### src/rtl/gray_seq_ctrl.sv
// Command-driven gray-coded position sequencer: accepts a move (direction, step count)
// and steps a binary position once every DWELL+1 cycles, publishing its gray encoding.
module gray_seq_ctrl #(
    parameter int unsigned WIDTH = 4,
    parameter int unsigned DWELL = 2
) (
    input  logic             clk,
    input  logic             rst_,
    input  logic             cmd_valid,
    output logic             cmd_ready,
    input  logic             cmd_dir,
    input  logic [WIDTH-1:0] cmd_steps,
    input  logic             abort,
    output logic [WIDTH-1:0] bin_out,
    output logic [WIDTH-1:0] gray_out,
    output logic             step_strobe,
    output logic             busy,
    output logic             done,
    output logic             aborted
);

    localparam int unsigned DW = 8;
    localparam logic [DW-1:0] DWELL_V = DW'(DWELL);

    typedef enum logic [1:0] {
        S_IDLE,
        S_STEP,
        S_WAIT,
        S_DONE
    } state_e;

    state_e           state_q, state_d;
    logic [WIDTH-1:0] bin_q, bin_d;
    logic [WIDTH-1:0] gray_q, gray_d;
    logic [WIDTH-1:0] rem_q, rem_d;
    logic [DW-1:0]    dwell_q, dwell_d;
    logic             dir_q, dir_d;
    logic             strobe_q, strobe_d;
    logic             done_q, done_d;
    logic             aborted_q, aborted_d;
    logic             busy_q, busy_d;
    logic             ready_q, ready_d;

    // Next-state, datapath and registered-output decode
    always_comb begin
        state_d   = state_q;
        bin_d     = bin_q;
        rem_d     = rem_q;
        dwell_d   = dwell_q;
        dir_d     = dir_q;
        strobe_d  = 1'b0;
        aborted_d = aborted_q;

        case (state_q)
            S_IDLE: begin
                if (cmd_valid) begin
                    dir_d     = cmd_dir;
                    rem_d     = cmd_steps;
                    aborted_d = 1'b0;
                    state_d   = (cmd_steps == '0) ? S_DONE : S_STEP;
                end
            end
            S_STEP: begin
                if (abort) begin
                    aborted_d = 1'b1;
                    state_d   = S_DONE;
                end else begin
                    bin_d    = dir_q ? (bin_q + WIDTH'(1)) : (bin_q - WIDTH'(1));
                    rem_d    = rem_q - WIDTH'(1);
                    strobe_d = 1'b1;
                    if (rem_d == '0) begin
                        state_d = S_DONE;
                    end else if (DWELL_V == '0) begin
                        state_d = S_STEP;
                    end else begin
                        dwell_d = DWELL_V;
                        state_d = S_WAIT;
                    end
                end
            end
            S_WAIT: begin
                if (abort) begin
                    aborted_d = 1'b1;
                    state_d   = S_DONE;
                end else if (dwell_q <= DW'(1)) begin
                    dwell_d = '0;
                    state_d = S_STEP;
                end else begin
                    dwell_d = dwell_q - DW'(1);
                end
            end
            S_DONE: begin
                state_d = S_IDLE;
            end
            default: begin
                state_d = S_IDLE;
            end
        endcase

        gray_d  = bin_d ^ (bin_d >> 1);
        done_d  = (state_d == S_DONE);
        busy_d  = (state_d != S_IDLE);
        ready_d = (state_d == S_IDLE);
    end

    always_ff @(posedge clk) begin
        if (rst_) begin
            state_q   <= S_IDLE;
            bin_q     <= '0;
            gray_q    <= '0;
            rem_q     <= '0;
            dwell_q   <= '0;
            dir_q     <= 1'b0;
            strobe_q  <= 1'b0;
            done_q    <= 1'b0;
            aborted_q <= 1'b0;
            busy_q    <= 1'b0;
            ready_q   <= 1'b1;
        end else begin
            state_q   <= state_d;
            bin_q     <= bin_d;
            gray_q    <= gray_d;
            rem_q     <= rem_d;
            dwell_q   <= dwell_d;
            dir_q     <= dir_d;
            strobe_q  <= strobe_d;
            done_q    <= done_d;
            aborted_q <= aborted_d;
            busy_q    <= busy_d;
            ready_q   <= ready_d;
        end
    end

    assign cmd_ready   = ready_q;
    assign bin_out     = bin_q;
    assign gray_out    = gray_q;
    assign step_strobe = strobe_q;
    assign busy        = busy_q;
    assign done        = done_q;
    assign aborted     = aborted_q;

endmodule
### config.mk
export PLATFORM = sky130hd
export DESIGN_NAME = gray_seq_ctrl
export DESIGN_NICKNAME = d
export VERILOG_FILES = /design/src/rtl/gray_seq_ctrl.sv
export SDC_FILE = /design/constraint.sdc
export NUM_CORES = 1
export LEC_CHECK = 0
export CORE_MARGIN = 3
export CORE_UTILIZATION = 58
export DETAILED_ROUTE_END_ITERATION = 7
export PLACE_DENSITY = 0.89
export SYNTH_ARGS = -nofsm -noshare
export SYNTH_HDL_FRONTEND = slang
export SYNTH_SLANG_ARGS = --single-unit
export TNS_END_PERCENT = 30
### constraint.sdc
create_clock -name clk -period 3.94 [get_ports clk]
set_input_delay 0.591 -clock clk [delete_from_list [all_inputs] [get_ports clk]]
set_output_delay 0.591 -clock clk [all_outputs]
set_load 0.005 [all_outputs]
# Word level (Yosys, flattened, before mapping)
# Index checks and enable logic that the tools add are counted.
# word_totals
reg_bits	28
in_bits	9
out_inout_bits	13
wordCells	63
# op_classes
add_sub_neg	4
magnitude_cmp	1
n_eq_ne	9
muxes	22
bitwise_logic	2
n_reduce_logical	14
# ops
cell	n
$mux W8	4
$mux W4	5
$pmux W8 S2	1
$le A8 B1 Y1 const B	1
$logic_not A4 Y1	2
$mux W2	4
$ne A2 B2 Y1 const B	4
$pmux W2 S4	1
$pmux W4 S2	1
$reduce_bool A2 Y1	4
$sub A4 B1 Y4 const B	2
$sub A8 B1 Y8 const B	1
$eq A2 B2 Y1 const B	3
$reduce_and A3 Y1	2
$mux W1	5
$add A4 B1 Y4 const B	1
$logic_not A2 Y1	2
$reduce_and A4 Y1	1
$reduce_or A2 Y1	2
$xor A4 B3 Y4	1
$eq A2 B1 Y1 const B	1
$ne A2 B1 Y1 const B	1
$pmux W1 S2	1
$reduce_and A2 Y1	1
$not A1 Y1	1

# Longest topological paths before layout
# logic_depth
depth_word	6
depth_mapped	8
mapped_depth_nobuf	6

# Least setup slack after synthesis
# Ideal clock, no wire load.
# synth_timing
path_kind	register -> register
from	register state_q[1]
to	register gray_q[2] (netlist: gray_out[2])
setup_time_ns	0.121
arrival_ns	1.933
t_required_ns	3.819
setup_slack_ns	1.886
path_stages_with_launch	8
path_buffers	1
period_less_slack_ns	2.054
cell_sequence	dfxtp_1 inv_1 ha_1 clkbuf_1 or4b_2 o221ai_1 o211ai_1 mux2_2
# synth_via
elab_chain_len	3
# synth_rtl
element	line_no	rtl
start: declaration	32	state_e state_q, state_d;
start signal: assignment	120	state_q <= state_d;
$eq A2 B1 Y1	54	case (state_q)
$mux W4	54	
$xor A4 B3 Y4	100	gray_d = bin_d ^ (bin_d >> 1);
end signal: assignment	122	gray_q <= gray_d;
end: declaration	34	logic [WIDTH-1:0] gray_q, gray_d;
# No other way between the ends.
# A chain may end at the register's enable or synchronous reset.

# Final worst setup path
# Same ends and word-level chain as after synthesis.

==> results.yml <==
final_layout:
  antenna-diode-count: 0
  syn_to_final_growth_pct: 13.3
  layout-drive-gt1-share: 0.0721
  nets: 228
  final_util: 0.716
  stdcell_count: 238
  num-fill-cells: 201
cts:
  htreeDepth: 1
  cts_tree: "done"
  ctsResizeCount: 0
  post_cts_buffers: 0
  root_buffer: "clkbuf_4"
  cts_inserted_buffers: 3
  cts_sinks: 27
  hold_buffers: 0
  clk_pin_slew_ns: 0.14
  cts_buffer_depth: 2
  clk_latency_ns: 0.34
critical_path:
  required_ns: 4.19
  start_kind: "flop"
  worstPathArrival_ns: 2.65
  worstReg2RegEnd: "gray_out[2]$_SDFF_PP0_"
  r2r_setup_slack_ns: 1.54
  reg2regPathDepth: 6
  critPathKind: "reg -> reg"
  reg2reg_from: "state_q[1]$_SDFF_PP0_"
  crit_start: "state_q[1]$_SDFF_PP0_"
  worstSetupEndpoint: "gray_out[2]$_SDFF_PP0_"
  cp_max_fo: 19
  end_kind: "flop"
sta:
  post-route-min-period_ns: 2.40
  period_share: 0.609
  hold_viol_final: 0
  tightest_slew_ns: 0.822
  setup_viol: 0
  rsz0062_at_grt: "false"
  max_freq_mhz: 417
  maxSlewViolCount: 0
  maxSlewHeadroom: 0.450
  finalSetupTns_ns: 0
  skew_ns: 0.00537
global_routing:
  grt_util_met3: 0.0436
  grt_pass1_vias: 1375
  grt_use_met1: 0.274
  grt_first_pass_wirelength_mm: 6.01
  antenna_found_initial: 0
  grt_usage: 0.221
  gr-total-overflow: 0
  grt_max_degree: 22
  gr-usage-met2: 0.377
  grt.busiest_layer: "met2"
place:
  placed_cells: 234
  gp_congestion: 0.918
  io_buffer_count: 21
  hpwl_mm: 2.65
flow_run:
  cap_violations: 0
yosys:
  async_flop_share: 0
  synth.distinct_cells: 51
  synth_seq_cells: 27
  ys.flop_type: "dfxtp_1"
  syn_inst: 194
  synth-seq-area-share: 0.330
  netlist_area_sq_mm: 0.00164
  ys_warn_count: 0
  syn-num-nets: 213
  synth_edf_count: 0
  syn_avg_cell_area_sq_um: 8.44
floorplanning:
  num_rows: 18
  die_area_sq_mm: 0.00350
  die_height_um: 59.1
  start_util: 0.632
  die_x_um: 59.1
  ios: 22
  core_sq_mm: 0.00259
power:
  fin_total_pwr_w: 0.000841
  irDropWorstVdd_uv: 433
  leakage_nw: 0.698
  pwr_density_cell_mw_per_mm2: 454
run_status:
  outcome: "complete, no violations"
min_path:
  hold_path_class: "reg -> reg"
  hold_depth: 2
route:
  wire_per_inst_um: 14.9
  drt-total-wl_mm: 3.55
  antenna_left: 0
  vias: 1488
  vias_per_cell: 6.25
  drc: 0
  firstDrtPassIters: 4
  drt_iter0_drc: 87
## critical path, cell delays in order, from the launching register on
cell and delay (ns):
dfxtp_1 0.34, inv_1 0.11, ha_1 0.56, or4b_2 0.67, o221ai_1 0.21, o211ai_1 0.13, mux2_2 0.29
## power breakdown
part,total (W),internal (W),switching [W]
logic,0.000368,0.000181,0.000187
registers,0.000349,0.000316,0.0000333
clock network,0.000124,0.0000399,0.0000841
## cell usage in the layout, fill, tap and decap left out, drive strengths merged, types with 2 or more instances in the layout
master          n
nand3           6
mux2i           5
xnor2           4
a211oi          2
o31ai           4
ha              9
nand4           2
dfxtp          27
nor3            4
inv            16
or4b            2
o21a            2
nor2           19
o211a           2
and2            3
clkdlybuf4s50  21
or2             2
o21ai           3
a2111oi         2
nand3b          2
or4             2
a311oi          2
o32ai           5
nand2b          4
nor2b           2
a21oi          10
o22ai           3
nand2          14
or3             3
o211ai          3
mux2            2
clkbuf          4
a31oi           3
## cell usage after synthesis (2+ instances only)
| cell type | count | area [sq um] |
|---|---|---|
| o21ai_0 | 3 | 15.0 |
| a311oi_1 | 2 | 17.5 |
| and2_1 | 3 | 18.8 |
| nor3_1 | 4 | 20.0 |
| or3_1 | 3 | 18.8 |
| buf_1 | 2 | 7.51 |
| mux2i_1 | 5 | 50.1 |
| o211a_1 | 2 | 20.0 |
| nor2b_1 | 2 | 12.5 |
| mux2_2 | 2 | 22.5 |
| o21a_1 | 2 | 15.0 |
| o22ai_1 | 3 | 18.8 |
| inv_1 | 16 | 60.1 |
| or4b_2 | 2 | 20.0 |
| o32ai_1 | 5 | 43.8 |
| ha_1 | 9 | 113 |
| a21oi_1 | 10 | 50.1 |
| nand2_1 | 14 | 52.6 |
| nand4_1 | 2 | 12.5 |
| nand3b_1 | 2 | 15.0 |
| nand3_1 | 6 | 30.0 |
| a211oi_1 | 2 | 15.0 |
| or2_2 | 2 | 12.5 |
| clkbuf_1 | 6 | 22.5 |
| xnor2_1 | 4 | 35.0 |
| o31ai_1 | 4 | 30.0 |
| dfxtp_1 | 27 | 541 |
| o211ai_1 | 3 | 22.5 |
| buf_4 | 2 | 15.0 |
| a31oi_1 | 3 | 18.8 |
| nand2b_1 | 4 | 25.0 |
| nor2_1 | 19 | 71.3 |
## layer usage
metal,routed length (um),vias to the layer above
li1,-,736
met1,1590,707
met2,1730,41
met3,178,4
met4,46,0
met5,0,-
## cell families (layout without fill, tap and decap cells)
kind of cell / after synthesis / after routing / synth area share
buffers and inverters: 27 / 41 / 0.0711
AND/OR/NAND/NOR: 67 / 67 / 0.213
XOR/XNOR: 4 / 4 / 0.0214
AO/OA/AOI/OAI: 52 / 52 / 0.239
multiplexers: 7 / 7 / 0.0443
flip-flops: 27 / 27 / 0.330
adder cells (fa/ha/maj): 10 / 10 / 0.0810
## worst min path at each step
stage	from	end
5_1_grt	dwell_q[6]$_SDFFE_PP0P_	dwell_q[6]$_SDFFE_PP0P_
6_report	dwell_q[6]$_SDFFE_PP0P_	dwell_q[6]$_SDFFE_PP0P_
4_1_cts	dwell_q[6]$_SDFFE_PP0P_	dwell_q[6]$_SDFFE_PP0P_
2_1_floorplan	dwell_q[7]$_SDFFE_PP0P_	dwell_q[7]$_SDFFE_PP0P_
3_5_place_dp	dwell_q[6]$_SDFFE_PP0P_	dwell_q[6]$_SDFFE_PP0P_
3_3_place_gp	dwell_q[1]$_SDFFE_PP0P_	dwell_q[1]$_SDFFE_PP0P_
## stage by stage
step / cell area, sq um / hold slack [ns] / setup slack (ns)
global route: 1850 / 0.531 / 1.34
finish: 1850 / 0.509 / 1.54
global placement: 1830 / 0.483 / 1.38
detailed placement: 1830 / 0.492 / 1.30
CTS: 1850 / 0.512 / 1.54
floorplan: 1640 / 0.456 / 1.89
## final cells by class
cell class / instances / area (sq um) / share of cell area
Sequential cell: 27 / 541 / 0.291
Inverter: 16 / 60.1 / 0.0324
Tap cell: 30 / 37.5 / 0.0202
Multi-Input combinational cell: 140 / 980 / 0.528
Clock buffer: 4 / 26.3 / 0.0142
Timing Repair Buffer: 21 / 210 / 0.113
## flip-flops by register name, indices dropped and copies added, names as in the netlist
name and flops:
bin_out 4, step_strobe 1, aborted 1, cmd_ready 1, dwell_q 8, gray_out 3, busy 1, rem_q 4
state_q 2, dir_q 1, done 1
Note: power is estimated with default switching activity, not from simulation.
